File: src/rtl/led_pkg.sv
// Shared types for the LED bank: channel modes and breathe sequencer states.
package led_pkg;

   typedef enum logic [1:0] {
      LED_OFF     = 2'd0,
      LED_PWM     = 2'd1,
      LED_BLINK   = 2'd2,
      LED_BREATHE = 2'd3
   } led_mode_t;

   typedef enum logic {
      BR_UP   = 1'b0,
      BR_DOWN = 1'b1
   } breathe_st_t;

endpackage

File: src/rtl/led_timebase.sv
// Shared PWM timebase: prescaler, PWM step counter, frame strobe,
// blink phase and the triangular breathe level. Blink and breathe state
// only move on a frame boundary so every frame is emitted whole.
module led_timebase
   import led_pkg::*;
#(
   parameter int PWM_BITS     = 8,
   parameter int PRESCALE     = 391,
   parameter int BLINK_FRAMES = 250
) (
   input  logic                clk,
   input  logic                rst,
   output logic [PWM_BITS-1:0] pwm_cnt,
   output logic                frame,
   output logic                blink_phase,
   output logic [PWM_BITS-1:0] level
);

   localparam int PW = (PRESCALE > 1) ? $clog2(PRESCALE) : 1;
   localparam int BW = (BLINK_FRAMES > 1) ? $clog2(BLINK_FRAMES) : 1;
   localparam logic [PW-1:0]       PRE_LAST   = PW'(PRESCALE - 1);
   localparam logic [BW-1:0]       BLINK_LAST = BW'(BLINK_FRAMES - 1);
   localparam logic [PWM_BITS-1:0] LVL_TOP    = '1;

   logic [PW-1:0]       r_pre;
   logic [PWM_BITS-1:0] r_pwm_cnt;
   logic [BW-1:0]       r_blink_cnt;
   logic                r_blink_phase;
   logic [PWM_BITS-1:0] r_level;
   breathe_st_t         r_br_st;
   logic                w_step;
   logic                w_frame;

   // A frame boundary is the step on which the PWM counter wraps.
   assign w_step  = (r_pre == PRE_LAST);
   assign w_frame = w_step && (r_pwm_cnt == LVL_TOP);

   // Prescaler and PWM step counter.
   always_ff @(posedge clk) begin
      if (rst) begin
         r_pre     <= '0;
         r_pwm_cnt <= '0;
      end else if (w_step) begin
         r_pre     <= '0;
         r_pwm_cnt <= r_pwm_cnt + 1'b1;
      end else begin
         r_pre     <= r_pre + 1'b1;
      end
   end

   // Blink phase toggles after every BLINK_FRAMES whole frames; starts on.
   always_ff @(posedge clk) begin
      if (rst) begin
         r_blink_cnt   <= '0;
         r_blink_phase <= 1'b1;
      end else if (w_frame) begin
         if (r_blink_cnt == BLINK_LAST) begin
            r_blink_cnt   <= '0;
            r_blink_phase <= ~r_blink_phase;
         end else begin
            r_blink_cnt   <= r_blink_cnt + 1'b1;
         end
      end
   end

   // Breathe sequencer: level ramps 0 -> all-ones -> 0, one step per frame.
   always_ff @(posedge clk) begin
      if (rst) begin
         r_level <= '0;
         r_br_st <= BR_UP;
      end else if (w_frame) begin
         case (r_br_st)
            BR_UP: begin
               r_level <= r_level + 1'b1;
               if (r_level == LVL_TOP - 1'b1) r_br_st <= BR_DOWN;
            end
            default: begin
               r_level <= r_level - 1'b1;
               if (r_level == {{(PWM_BITS-1){1'b0}}, 1'b1}) r_br_st <= BR_UP;
            end
         endcase
      end
   end

   assign pwm_cnt     = r_pwm_cnt;
   assign frame       = w_frame;
   assign blink_phase = r_blink_phase;
   assign level       = r_level;

endmodule

File: src/rtl/led_bank.sv
// Multi-channel LED driver. Config writes land in a per-channel pending
// slot and are copied to the active slot only at a frame boundary, so a
// channel never changes mode or duty in the middle of a PWM frame.
module led_bank
   import led_pkg::*;
#(
   parameter int N_LEDS       = 4,
   parameter int PWM_BITS     = 8,
   parameter int PRESCALE     = 391,
   parameter int BLINK_FRAMES = 250,
   parameter bit ACTIVE_LOW   = 1'b0,
   localparam int CW          = (N_LEDS > 2) ? $clog2(N_LEDS) : 1
) (
   input  logic                clk,
   input  logic                rst,
   input  logic                cfg_valid,
   output logic                cfg_ready,
   input  logic [CW-1:0]       cfg_chan,
   input  logic [1:0]          cfg_mode,
   input  logic [PWM_BITS-1:0] cfg_duty,
   output logic [N_LEDS-1:0]   led,
   output logic                frame_tick
);

   localparam logic [CW:0] N_LIM = N_LEDS[CW:0];

   logic [PWM_BITS-1:0] w_pwm_cnt;
   logic                w_frame;
   logic                w_blink_phase;
   logic [PWM_BITS-1:0] w_level;
   logic [N_LEDS-1:0]   w_wr;
   logic [N_LEDS-1:0]   w_on;

   logic                r_ready;
   logic                r_frame_tick;
   logic [N_LEDS-1:0]   r_led;
   logic [N_LEDS-1:0]   r_pend_flag;
   led_mode_t           r_pend_mode [N_LEDS];
   logic [PWM_BITS-1:0] r_pend_duty [N_LEDS];
   led_mode_t           r_act_mode  [N_LEDS];
   logic [PWM_BITS-1:0] r_act_duty  [N_LEDS];

   // Effective on/off for one channel at the current PWM step.
   function automatic logic chan_on(input led_mode_t m,
                                    input logic [PWM_BITS-1:0] duty,
                                    input logic [PWM_BITS-1:0] cnt,
                                    input logic [PWM_BITS-1:0] lvl,
                                    input logic ph);
      logic [PWM_BITS-1:0] d;
      logic                en;
      d  = duty;
      en = 1'b1;
      case (m)
         LED_OFF:     en = 1'b0;
         LED_PWM:     d  = duty;
         LED_BLINK:   en = ph;
         LED_BREATHE: d  = (lvl < duty) ? lvl : duty;
         default:     en = 1'b0;
      endcase
      return en && ((d == {PWM_BITS{1'b1}}) || (cnt < d));
   endfunction

   led_timebase #(
      .PWM_BITS     (PWM_BITS),
      .PRESCALE     (PRESCALE),
      .BLINK_FRAMES (BLINK_FRAMES)
   ) u_timebase (
      .clk         (clk),
      .rst         (rst),
      .pwm_cnt     (w_pwm_cnt),
      .frame       (w_frame),
      .blink_phase (w_blink_phase),
      .level       (w_level)
   );

   // Decode accepted writes to a one-hot channel strobe; out-of-range dropped.
   always_comb begin
      w_wr = '0;
      for (int i = 0; i < N_LEDS; i++) begin
         w_wr[i] = cfg_valid && r_ready && ({1'b0, cfg_chan} < N_LIM)
                   && (cfg_chan == CW'(i));
      end
   end

   // Pending/active config; a write coinciding with a boundary waits for the next.
   always_ff @(posedge clk) begin
      if (rst) begin
         r_ready     <= 1'b0;
         r_pend_flag <= '0;
         for (int i = 0; i < N_LEDS; i++) begin
            r_pend_mode[i] <= LED_OFF;
            r_pend_duty[i] <= '0;
            r_act_mode[i]  <= LED_OFF;
            r_act_duty[i]  <= '0;
         end
      end else begin
         r_ready <= 1'b1;
         for (int i = 0; i < N_LEDS; i++) begin
            if (w_frame && r_pend_flag[i]) begin
               r_act_mode[i]  <= r_pend_mode[i];
               r_act_duty[i]  <= r_pend_duty[i];
               r_pend_flag[i] <= 1'b0;
            end
            if (w_wr[i]) begin
               r_pend_mode[i] <= led_mode_t'(cfg_mode);
               r_pend_duty[i] <= cfg_duty;
               r_pend_flag[i] <= 1'b1;
            end
         end
      end
   end

   // Per-channel compare against the shared timebase.
   always_comb begin
      w_on = '0;
      for (int i = 0; i < N_LEDS; i++) begin
         w_on[i] = chan_on(r_act_mode[i], r_act_duty[i], w_pwm_cnt, w_level, w_blink_phase);
      end
   end

   // Registered LED drive and frame tick, both one cycle behind the compare.
   always_ff @(posedge clk) begin
      if (rst) begin
         r_led        <= {N_LEDS{ACTIVE_LOW}};
         r_frame_tick <= 1'b0;
      end else begin
         r_led        <= w_on ^ {N_LEDS{ACTIVE_LOW}};
         r_frame_tick <= w_frame;
      end
   end

   assign cfg_ready  = r_ready;
   assign led        = r_led;
   assign frame_tick = r_frame_tick;

endmodule

File: config.mk
export PLATFORM = sky130hd
export DESIGN_NAME = led_bank
export DESIGN_NICKNAME = d
export VERILOG_FILES = /design/src/rtl/led_pkg.sv /design/src/rtl/led_timebase.sv /design/src/rtl/led_bank.sv
export SDC_FILE = /design/constraint.sdc
export NUM_CORES = 1
export LEC_CHECK = 0
export CORE_MARGIN = 1.5
export CORE_UTILIZATION = 62
export DETAILED_ROUTE_END_ITERATION = 10
export PLACE_DENSITY = 0.84
export SLEW_MARGIN = 10
export SYNTH_ARGS = -nofsm -noshare
export SYNTH_HDL_FRONTEND = slang
export SYNTH_HIERARCHICAL = 1
export SYNTH_SLANG_ARGS = --single-unit
File: constraint.sdc
create_clock -name clk -period 3 [get_ports clk]
set_input_delay 0.45 -clock clk [delete_from_list [all_inputs] [get_ports clk]]
set_output_delay 0.45 -clock clk [all_outputs]
set_load 0.1 [all_outputs]
# ---- Word level (Yosys, flattened, before mapping)
# Memories as Yosys holds them, arrays and structs flattened.
# Cells that the tools add are included.
# Widths: inputs -> output; s select.
dict set report totals {
  memories 4
  ff_bits 45
  ramBits 80
  input_bits 15
  output_inout_bits 6
}
dict set report op_classes {
  magnitude_cmp 8
  addsub 5
  n_reduce_logical 29
  mux 68
  bitwise_logic 17
  eq_ne 20
}
# name words word_bits rd rd_clocked_by_memory_dff write_ports line
set mem_list {}
lappend mem_list {r_act_duty 4 8 4 0 4 led_bank.sv:41} ;# logic [PWM_BITS-1:0] r_act_duty [N_LEDS];
lappend mem_list {r_pend_duty 4 8 4 0 4 led_bank.sv:39} ;# logic [PWM_BITS-1:0] r_pend_duty [N_LEDS];
lappend mem_list {r_act_mode 4 2 4 0 4 led_bank.sv:40} ;# led_mode_t r_act_mode [N_LEDS];
lappend mem_list {r_pend_mode 4 2 4 0 4 led_bank.sv:38} ;# led_mode_t r_pend_mode [N_LEDS];
# operator n
set ops {}
lappend ops {{$mux 8} 18}
lappend ops {{$lt 8x8->1} 8}
lappend ops {{$eq 8x8->1 const B} 7}
lappend ops {{$mux 1} 38}
lappend ops {{$add 8x1->8 const B} 3}
lappend ops {{$eq 2x2->1 const B} 10}
lappend ops {{$mux 2} 8}
lappend ops {{$or 1x1->1} 16}
lappend ops {{$logic_and 1x1->1} 14}
lappend ops {{$logic_not 2->1} 5}
lappend ops {{$add 9x1->9 const B} 1}
lappend ops {{$eq 9x9->1 const B} 1}
lappend ops {{$eq 8x1->1 const B} 1}
lappend ops {{$pmux 1 s2} 4}
lappend ops {{$reduce_bool 2->1} 4}
lappend ops {{$sub 8x1->8 const B} 1}
lappend ops {{$logic_or 1x1->1} 4}
lappend ops {{$eq 2x1->1 const B} 1}
lappend ops {{$reduce_and 2->1} 1}
lappend ops {{$reduce_or 2->1} 1}
lappend ops {{$not 1->1} 1}

# ---- Depth between registers and ports, before layout
# Gate-level depths: netlist of run 1.
dict set report logic_depth {
  ltp_word 7
  depth_mapped 14
  depth_no_buf 13
}

# ---- Hierarchy
# Netlist of run 1, hierarchy kept.
# module cells_each seq_area_each_um2 n_inst area_per_inst_um2
set by_module_without_submodules {}
lappend by_module_without_submodules {led_bank 493 2602.5 1 5306.3}
lappend by_module_without_submodules {led_timebase 214 700.7 1 1844.3}

# ---- Worst setup path after synthesis of run 1
# Ideal clock, no wire load.
dict set report synth_timing {
  path_type {register to register}
  from {register u_timebase.r_level[5], in the netlist u_timebase/level[5]}
  to {register r_led[1], in the netlist led[1]}
  path_slack_ns 0.249
  path_buffers 1
  period_less_slack_ns 2.751
  stages_incl_launch_ff 13
  t_required_ns 2.927
  t_arrival_ns 2.678
  cell_sequence {dfxtp_1 > ha_1 > a211oi_1 > o2111ai_1 > a21oi_4 > buf_6 > a21oi_1 > ha_1 > and4_1 > a21oi_1 > o211ai_1 > a31o_2 > o211ai_2}
}
dict set report synth_between {
  elab_chain_len 6
  elab_cells_between_ends 7
  classes_between {2 x order compare; 1 x eq/ne; 2 x mux; 2 x reduce/logical}
}
# element line
set synth_rtl {}
lappend synth_rtl {{start, declared} led_timebase.sv:29} ;# logic [PWM_BITS-1:0] r_level;
lappend synth_rtl {{start signal, assigned} led_timebase.sv:74} ;# r_level <= r_level + 1'b1;
lappend synth_rtl {{start signal, assigned} led_timebase.sv:78} ;# r_level <= r_level - 1'b1;
lappend synth_rtl {{$lt 8x8->1} led_bank.sv:57} ;# LED_BREATHE: d = (lvl < duty) ? lvl : duty;
lappend synth_rtl {{$mux 8 (*)} led_bank.sv:57}
lappend synth_rtl {{$mux 8 (*)} led_bank.sv:53} ;# case (m)
lappend synth_rtl {{$lt 8x8->1 or $eq 8x8->1 (tied branches)} led_bank.sv:60} ;# return en && ((d == {PWM_BITS{1'b1}}) || (cnt < d));
lappend synth_rtl {{$logic_or 1x1->1 (*)} led_bank.sv:60}
lappend synth_rtl {{$logic_and 1x1->1 (*)} led_bank.sv:60}
lappend synth_rtl {{end signal, assigned} led_bank.sv:124} ;# r_led <= {N_LEDS{ACTIVE_LOW}};
lappend synth_rtl {{end signal, assigned} led_bank.sv:127} ;# r_led <= w_on ^ {N_LEDS{ACTIVE_LOW}};
lappend synth_rtl {{end, declared} led_bank.sv:36} ;# logic [N_LEDS-1:0] r_led;
# Mark *: on every way between the ends. The rest lies on a longest branch, timed or not.
# A chain may end at the register's enable or synchronous reset.

# ---- Worst setup path after layout of run 1
# Same ends and word-level chain as after synthesis.

==> impl_metrics.env, run 1 <==
export IMPL_outcome="finished clean"
export IMPL_min_from="u_timebase/r_pre[0]"
export IMPL_synth_fp_nets=787
export IMPL_period_minus_slack_ps=2950
export IMPL_dr_pass1_iters=5
export IMPL_r2r_slack_ps=50
export IMPL_synthFlopType="edfxtp_1"
export IMPL_ys_seq_elements=125
export IMPL_worst_r2r_startpoint="u_timebase/level[5]"
export IMPL_drc_errors=0
export IMPL_port_buffers=20
export IMPL_use_met1_pct=35.1
export IMPL_fmax_mhz=338
export IMPL_worstHoldEndpoint="u_timebase/r_pre[0]"
export IMPL_avgSynthCellArea_um2=10.1
export IMPL_synth_area_um2=7150
export IMPL_grt_max_degree=42
export IMPL_worst_setup_path_type="reg -> reg"
export IMPL_die_h_um=110
export IMPL_required_ps=3360
export IMPL_hpwlAfterDp_um=11900
export IMPL_slew_violations=0
export IMPL_syn2layout_area_growth_pct=15.3
export IMPL_setup_violations=0
export IMPL_grt_pass1_wl_um=27300
export IMPL_antenna_cells=0
export IMPL_rsz0062_at_grt="yes"
export IMPL_cts_tree="yes"
export IMPL_antenna_left=0
export IMPL_cts_buffers=17
export IMPL_antenna_found_initial=0
export IMPL_seq_area_frac_synth_pct=46.2
export IMPL_grt_pass1_vias=5498
export IMPL_synth_edf_count=80
export IMPL_setup_slack_ps=45.7
export IMPL_slew_headroom_pct=38.8
export IMPL_use_met2_pct=51.6
export IMPL_finClkSkew_ps=13.2
export IMPL_hold_path_class="reg -> reg"
export IMPL_nFillCells=757
export IMPL_clock_latency_ps=430
export IMPL_r2r_end="led[1]"
export IMPL_grtUsageTotal_pct=30.4
export IMPL_synthArstFlopShare_pct=0
export IMPL_io_pins=21
export IMPL_vias_per_cell=6.27
export IMPL_clk_pin_slew_ps=60
export IMPL_tns_ps=0
export IMPL_use_met3_pct=8.82
export IMPL_wl_per_cell_um=19.6
export IMPL_final_layout_size_suffix_gt1_share_pct=14.4
export IMPL_min_path_cells=1
export IMPL_layout_nets=826
export IMPL_synthCells=707
export IMPL_grt_overflow_total=0
export IMPL_cts_max_level=4
export IMPL_cts_max_path_buffers=2
export IMPL_cp_end_kind="flop"
export IMPL_cts_sinks=125
export IMPL_die_w_um=110
export IMPL_synth_cell_types=54
export IMPL_period_share_pct=98.5
export IMPL_num_rows=39
export IMPL_core_region_area_um2=11300
export IMPL_root_buffer="clkbuf_16"
export IMPL_worst_pin_slew_ps=911
export IMPL_busiest_layer="met2"
export IMPL_wl_um=17700
export IMPL_ys_warn_count=6
export IMPL_arrival_ps=3310
export IMPL_cp_max_fo=10
export IMPL_power_density_nw_per_um2=538
export IMPL_place_ws_ps=-129
export IMPL_drv_cap=0
export IMPL_cts_hold_buf=0
export IMPL_die_area_um2=12200
export IMPL_vdd_drop_max_mv=0.596
export IMPL_ff2ff_path_depth=13
export IMPL_finalWeightedCongestion=0.927
export IMPL_start_util_pct=63.2
export IMPL_hold_viol_final=0
export IMPL_vias=5653
export IMPL_drt_iter0_drc=540
export IMPL_power_leakage_nw=3.52
export IMPL_start_kind="flop"
==> final cells by class <==
type | count | area [um^2] | share of cell area, %
clock buffer | 17 | 425 | 5.16
clock inverter | 15 | 199 | 2.41
inverter | 41 | 154 | 1.87
multi-input combinational | 510 | 3540 | 43.0
sequential | 125 | 3320 | 40.2
tap | 143 | 179 | 2.17
timing repair buffer | 51 | 430 | 5.22
==> Yosys cell counts, types with 3 or more instances <==
cell,instances,area share (%)
edfxtp_1,80,34
nor2_1,67,3.5
ha_1,65,11
a21oi_1,56,3.9
and2_1,45,3.9
dfxtp_1,45,13
and3_1,44,3.8
inv_1,41,2.2
nand2_1,40,2.1
nand4_1,25,2.2
o21ai_0,23,1.6
clkbuf_1,19,1.0
nand3_1,14,0.98
nor2b_1,13,1.1
xor2_1,11,1.3
nor3_1,9,0.63
or3_1,9,0.79
and4_1,7,0.86
a211oi_1,6,0.63
buf_6,6,0.94
o211ai_1,6,0.63
a31o_2,5,0.61
mux2_1,5,0.79
nand2b_1,5,0.44
a21oi_4,4,0.91
mux2_2,4,0.63
o21ai_2,4,0.49
or4_1,4,0.42
a211oi_2,3,0.52
a21oi_2,3,0.37
buf_2,3,0.21
xnor2_1,3,0.37
==> power breakdown <==
group | internal [mW] | total (mW) | switching (mW)
sequential | 1.89 | 1.92 | 0.0387
combinational | 0.114 | 0.317 | 0.203
clock | 1.34 | 2.20 | 0.859
==> through the flow <==
step | std cells | area, um^2 | total power [mW] | hold slack (ps) | util [%]
after floorplan | 707 | 7150 | 2.15 | 453 | -
after global placement | 856 | 7480 | 2.23 | 462 | 66.1
after detailed placement | 856 | 7480 | 2.25 | 481 | 66.1
after CTS | 888 | 8110 | 4.43 | 496 | 71.7
after global routing | 902 | 8250 | 4.55 | 535 | 72.9
final | 902 | 8250 | 4.44 | 487 | 72.9
==> layout by cell type (no fill, tap or decap), drive strengths merged, types with 9 or more instances in the layout <==
cell,n
nor2b,13
nor2,67
o21ai,27
buf,37
a211oi,9
nor3,9
mux2,11
dfxtp,45
or3,9
edfxtp,80
nand2,40
nand4,26
clkdlybuf4s50,14
clkbuf,17
and3,44
and2,45
inv,49
nand3,14
xor2,11
a21oi,63
ha,65
==> timing repair <==
item | in CTS | in global routing
resized for setup | 4 | 10
pin swaps | 1 | 3
setup buffers | 0 | 14
setup endpoints to repair | 3 | 4
==> worst max path at each step <==
stage	from	end	slack [ps]
floorplan	u_timebase/level[5]	led[1]	250
global placement	u_timebase/level[2]	led[1]	150
detailed placement	u_timebase/level[2]	led[1]	-130
CTS	r_act_duty[1][2]	led[1]	7
global route	r_act_duty[1][5]	led[1]	-100
finish	u_timebase/level[5]	led[1]	50
==> worst max-delay path, cell delays in order, from the launching register on <==
cell       delay [ps]
dfxtp_2           490
ha_1              320
a211oi_2          220
o2111ai_2         170
a21oi_4           230
buf_4             150
nor2_1             40
a21oi_1           130
ha_1              260
and4_1            210
a21oi_1           170
o211ai_1          160
a31o_2            270
o211ai_2           60
==> flip-flops by register name, indices dropped and copies added (netlist names) <==
name and count:
u_timebase/blink_phase 1, u_timebase/r_pre 9, led 4, r_act_mode 8, frame_tick 1, cfg_ready 1, r_act_duty 32, u_timebase/level 8
r_pend_flag 4, r_pend_mode 8, u_timebase/r_blink_cnt 8, r_pend_duty 32, u_timebase/r_br_st 1, u_timebase/pwm_cnt 8
==> routing by layer <==
metal / vias to the layer above / wire length [um]
met5: - / 0
met2: 255 / 8890
met3: 69 / 1250
met1: 2685 / 6720
li1: 2644 / -
met4: 0 / 816
==> cells by family (layout without fill, tap and decap cells) <==
logic type / count (synthesis) / after routing / share of synthesized area [%]
simple gates: 293 / 293 / 22.4
compound gates: 125 / 125 / 11.6
flops: 125 / 125 / 46.2
buf+inv: 72 / 124 / 4.57
fa+ha+maj: 65 / 65 / 11.4
xor+xnor: 14 / 14 / 1.71
mux: 13 / 13 / 2.12
Note: power is estimated with default switching activity, not from simulation.
==> inputs of run 2 (changes only) <==
CORE_ASPECT_RATIO = 1.1   (was default)
CTS_BUF_LIST = sky130_fd_sc_hd__clkbuf_4 sky130_fd_sc_hd__clkbuf_8   (was default)
==> run 2 against run 1 <==
  * Global-route usage shrank 3.8 points
  * Sequential power is essentially flat
  * Combinational power shrank 6.9%
  * Setup slack gained 74 ps
  * Sequential share of layout area grew 1.2 points
  * Register-to-register slack gained 70 ps
==> impl_metrics.env, run 2 (synthesized netlist as in run 1, its figures left out) <==
export IMPL_outcome="finished clean"
export IMPL_cts_max_path_buffers=2
export IMPL_power_internal_mw=2.85
export IMPL_drv_cap=0
export IMPL_cts_sinks=125
export IMPL_wl_per_cell_um=17.2
export IMPL_cp_max_fo=10
export IMPL_drt_iter0_drc=331
export IMPL_clock_latency_ps=450
export IMPL_worst_r2r_startpoint="u_timebase/level[5]"
export IMPL_antenna_cells=0
export IMPL_cts_max_level=4
export IMPL_start_kind="flop"
export IMPL_r2r_slack_ps=120
export IMPL_cp_num_buf_inv=0
export IMPL_die_w_um=105
export IMPL_final_util_pct=72.2
export IMPL_antenna_found_initial=0
export IMPL_pwr_share_comb_pct=7.8
export IMPL_slew_headroom_pct=34.8
export IMPL_fmax_mhz=347
export IMPL_vdd_drop_max_mv=0.365
export IMPL_vias_per_cell=6.05
export IMPL_cp_slowest_stage_delay_ps=460
export IMPL_worstSetupStartpoint="u_timebase/level[5]"
export IMPL_nFillCells=760
export IMPL_die_h_um=116
export IMPL_p_sw_share_pct=24.4
export IMPL_io_pins=21
export IMPL_reg_top3="r_act_duty x32, r_pend_duty x32, u_timebase/r_pre x9"
export IMPL_worst_pin_slew_ps=971
export IMPL_power_density_nw_per_um2=471
export IMPL_dr_pass1_iters=5
export IMPL_cts_tree="yes"
export IMPL_path_cells="ha_1 -> a211oi_1 -> o2111ai_2 -> a21oi_4 -> nor2_1 -> a21oi_1 -> ha_1 -> and4_1 -> a21oi_1 -> o211ai_1 -> a31o_2 -> o211ai_2"
export IMPL_arrival_ps=3260
export IMPL_syn2layout_area_growth_pct=11.7
export IMPL_hold_path_class="reg -> reg"
export IMPL_hold_viol_final=0
export IMPL_grtUsageTotal_pct=26.6
export IMPL_worst_setup_path_type="reg -> reg"
export IMPL_finClkSkew_ps=9.40
export IMPL_antenna_left=0
export IMPL_grt_max_degree=42
export IMPL_start_util_pct=64.6
export IMPL_grt_pass1_vias=5197
export IMPL_crit_cells=12
export IMPL_required_ps=3380
export IMPL_grt_overflow_total=0
export IMPL_netSwitchingPower_mw=0.917
export IMPL_wl_um=15500
export IMPL_r2r_end="led[1]"
export IMPL_grt_pass1_wl_um=24800
export IMPL_ff2ff_path_depth=12
export IMPL_power_leakage_nw=3.39
export IMPL_cts_buffers=17
export IMPL_period_minus_slack_ps=2880
export IMPL_core_region_area_um2=11100
export IMPL_vias=5453
export IMPL_root_buffer="clkbuf_8"
export IMPL_final_cell_mix="edfxtp_1 (80), nor2_1 (67), ha_1 (65), a21oi_1 (56), and2_1 (45)"
export IMPL_slew_violations=0
export IMPL_crit_path_top_delay_cell="dfxtp_2"
export IMPL_num_rows=40
export IMPL_power_frac_seq_pct=51.0
export IMPL_clk_pin_slew_ps=80
export IMPL_drc_errors=0
export IMPL_hpwlAfterDp_um=11300
export IMPL_cp_top_family="compound AO/OA/AOI/OAI gates"
export IMPL_port_buffers=20
export IMPL_tns_ps=0
export IMPL_pwr_share_clk_pct=41.1
export IMPL_period_share_pct=96.0
export IMPL_final_layout_size_suffix_gt1_share_pct=13.3
export IMPL_finalWeightedCongestion=0.918
export IMPL_final_common_cell="edfxtp_1"
export IMPL_setup_violations=0
export IMPL_cp_end_kind="flop"
export IMPL_endpoint="led[1]"
export IMPL_die_area_um2=12200
export IMPL_layout_nets=821
[run 2: layout make-up]
class	instances	area [um^2]	area share (%)
multi-input cells	511	3540	44.3
flip-flops and latches	125	3310	41.4
repair buffers	45	385	4.82
clock buffers	19	255	3.19
well taps	147	184	2.30
clock inverters	13	165	2.07
inverters	41	154	1.93
[run 2: worst min-delay path by stage]
| stage | start | to | slack [ps] | depth (start not counted) |
|---|---|---|---|---|
| floorplan | u_timebase/r_pre[0] | u_timebase/r_pre[0] | 450 | 1 |
| global placement | u_timebase/r_blink_cnt[7] | u_timebase/r_blink_cnt[7] | 470 | 2 |
| detailed placement | u_timebase/r_blink_cnt[6] | u_timebase/r_blink_cnt[6] | 480 | 2 |
| CTS | u_timebase/r_blink_cnt[6] | u_timebase/r_blink_cnt[6] | 500 | 2 |
| global route | u_timebase/r_blink_cnt[7] | u_timebase/r_blink_cnt[7] | 520 | 2 |
| finish | u_timebase/r_blink_cnt[7] | u_timebase/r_blink_cnt[7] | 490 | 2 |
[run 2: metal layers]
layer	GRT usage [%]	routed length, um
met1	31.2	6570
met2	46.1	7620
met3	5.57	756
met4	14.4	553
met5	0	0
[run 2: timing repair]
action | CTS | global route
hold buffers | 0 | 0
resized for setup | 1 | 5
cloned | 0 | 1
buffers inserted | 0 | 4
endpoints found under the setup margin | 1 | 4
[run 2: power by group through the flow]
stage                     Sequential [mW]  Clock (mW)  Combinational (mW)
after global placement               1.95           0               0.272
after CTS                            1.92        1.57               0.287
after detailed placement             1.96           0               0.285
after floorplan                      1.98           0               0.167
after global routing                 1.93        1.63               0.322
final                                1.92        1.55               0.295
[run 2: through the flow]
step | instances | total power [mW] | area, um^2 | hold WS (ps) | setup slack, ps
2_1_floorplan | 707 | 2.15 | 7150 | 453 | 249
3_3_place_gp | 864 | 2.23 | 7520 | 466 | 67.9
3_5_place_dp | 864 | 2.24 | 7520 | 483 | -13.8
4_1_cts | 896 | 3.77 | 7940 | 497 | 28.0
5_1_grt | 901 | 3.88 | 7990 | 524 | -11.2
6_report | 901 | 3.76 | 7990 | 492 | 119
[run 2: worst min-delay path, cell delays in order, from the launching register on]
cell,delay (ps)
dfxtp_1,320
o21ai_0,70
a21oi_1,60
==> inputs of run 3 (changes only) <==
SLEW_MARGIN = 20   (was 10)
==> run 3 against run 2 <==
  * Flip-flop and latch count unchanged
  * Design area fell by 0.53%
  * Via count about the same
  * Critical endpoint unchanged
  * Largest cell class unchanged
==> impl_metrics.env, run 3 (synthesized netlist as in run 1, its figures left out) <==
export IMPL_finalWeightedCongestion=0.918
export IMPL_wl_um=15600
export IMPL_period_share_pct=95.7
export IMPL_setup_violations=0
export IMPL_slew_violations=0
export IMPL_drt_iter0_drc=360
export IMPL_hpwlAfterDp_um=11300
export IMPL_syn2layout_area_growth_pct=11.1
export IMPL_layout_nets=823
export IMPL_power_density_nw_per_um2=450
export IMPL_cts_sinks=125
export IMPL_antenna_cells=0
export IMPL_grtUsageTotal_pct=26.7
export IMPL_hold_path_class="reg -> reg"
export IMPL_worst_pin_slew_ps=999
export IMPL_num_rows=40
export IMPL_drc_errors=0
export IMPL_port_buffers=20
export IMPL_final_common_cell="edfxtp_1"
export IMPL_die_h_um=116
export IMPL_outcome="finished clean"
export IMPL_antenna_left=0
export IMPL_nFillCells=770
export IMPL_cts_max_path_buffers=2
export IMPL_antenna_found_initial=0
export IMPL_fmax_mhz=348
export IMPL_hold_ws_ps=493
export IMPL_cts_buffers=17
export IMPL_final_util_pct=71.8
export IMPL_grt_pass1_wl_um=25100
export IMPL_clk_pin_slew_ps=80
export IMPL_final_cell_mix="edfxtp_1 (80), nor2_1 (67), ha_1 (65), a21oi_1 (56), and2_1 (45)"
export IMPL_drv_cap=0
export IMPL_finClkSkew_ps=11.8
export IMPL_cp_end_kind="flop"
export IMPL_required_ps=3370
export IMPL_die_area_um2=12200
export IMPL_grt_overflow_total=0
export IMPL_final_layout_size_suffix_gt1_share_pct=13.5
export IMPL_cts_max_level=4
export IMPL_period_minus_slack_ps=2870
export IMPL_die_w_um=105
export IMPL_wl_per_cell_um=17.2
export IMPL_core_region_area_um2=11100
export IMPL_vdd_drop_max_mv=0.414
export IMPL_power_leakage_nw=3.36
export IMPL_cts_tree="yes"
export IMPL_dr_pass1_iters=5
export IMPL_arrival_ps=3240
export IMPL_io_pins=21
export IMPL_hold_viol_final=0
export IMPL_root_buffer="clkbuf_8"
export IMPL_slew_headroom_pct=32.9
export IMPL_vias_per_cell=6.04
export IMPL_cts_hold_buf=0
export IMPL_grt_max_degree=42
export IMPL_p_total_mw=3.58
export IMPL_cp_max_fo=10
export IMPL_start_util_pct=64.6
export IMPL_vias=5454
export IMPL_reg_top3="r_act_duty x32, r_pend_duty x32, u_timebase/r_pre x9"
export IMPL_start_kind="flop"
export IMPL_clock_latency_ps=450
export IMPL_worst_setup_path_type="reg -> reg"
export IMPL_grt_pass1_vias=5298
==> run 3: cell count changes in the layout (fill, tap and decap cells not counted), sizes merged <==
cell      previous run  this run
clkinvlp             1         4
inv                 43        48
bufinv               3         0
clkinv               7         2
buf                 31        33
==> run 3: per-stage QoR <==
stage | TNS [ps] | worst slack, ps | instance area, um^2 | cells
after detailed placement | -21.7 | -21.7 | 7520 | 864
final | 0 | 130 | 7950 | 903
after CTS | 0 | 29.8 | 7880 | 896
after global routing | -61.3 | -35.8 | 7950 | 903
after floorplan | 0 | 249 | 7150 | 707
after global placement | 0 | 67.9 | 7520 | 864
==> run 3: final timing paths <==
check                                               start                         to  slack (ps)  cells after the start
worst max-delay path                  u_timebase/level[5]                     led[1]         130                     12
worst min-delay path            u_timebase/r_blink_cnt[6]  u_timebase/r_blink_cnt[6]         490                      2
worst max register to register        u_timebase/level[5]                     led[1]         130                     12
worst min register to register  u_timebase/r_blink_cnt[6]  u_timebase/r_blink_cnt[6]         490                      2
==> run 3: layout make-up <==
class | instances | area, um^2 | share of cell area [%]
Clock buffer | 19 | 255 | 3.21
Clock inverter | 13 | 105 | 1.32
Inverter | 41 | 154 | 1.94
Multi-Input combinational cell | 511 | 3540 | 44.5
Sequential cell | 125 | 3310 | 41.7
Tap cell | 147 | 184 | 2.31
Timing Repair Buffer | 47 | 400 | 5.04
==> run 3: power breakdown <==
| group | internal, mW | leakage, nW | switching (mW) | total (mW) |
|---|---|---|---|---|
| logic | 0.107 | 2.01 | 0.192 | 0.299 |
| registers | 1.88 | 1.18 | 0.0356 | 1.92 |
| clock network | 0.619 | 0.174 | 0.740 | 1.36 |
==> run 3: metal layers <==
layer | GRT usage, % | share of wire (%) | vias to the layer above
met4 | 18.1 | 5.5 | 0
met1 | 31.0 | 42 | 2553
li1 | - | - | 2636
met3 | 6.19 | 5.4 | 69
met2 | 44.5 | 47 | 196
met5 | 0 | 0 | -
==> run 3: what timing repair did <==
item	in CTS	in global routing
resized for setup	1	6
buffers inserted	0	6
cloned	0	1
endpoints found under the setup margin	1	4
==> run 3: critical path, cell delays in order (launching register included) <==
cell,delay [ps]
dfxtp_2,470
ha_1,300
a211oi_1,280
o2111ai_2,230
a21oi_4,210
nor2_1,60
a21oi_1,150
ha_1,260
and4_1,220
a21oi_1,160
o211ai_1,140
a31o_2,260
o211ai_2,60
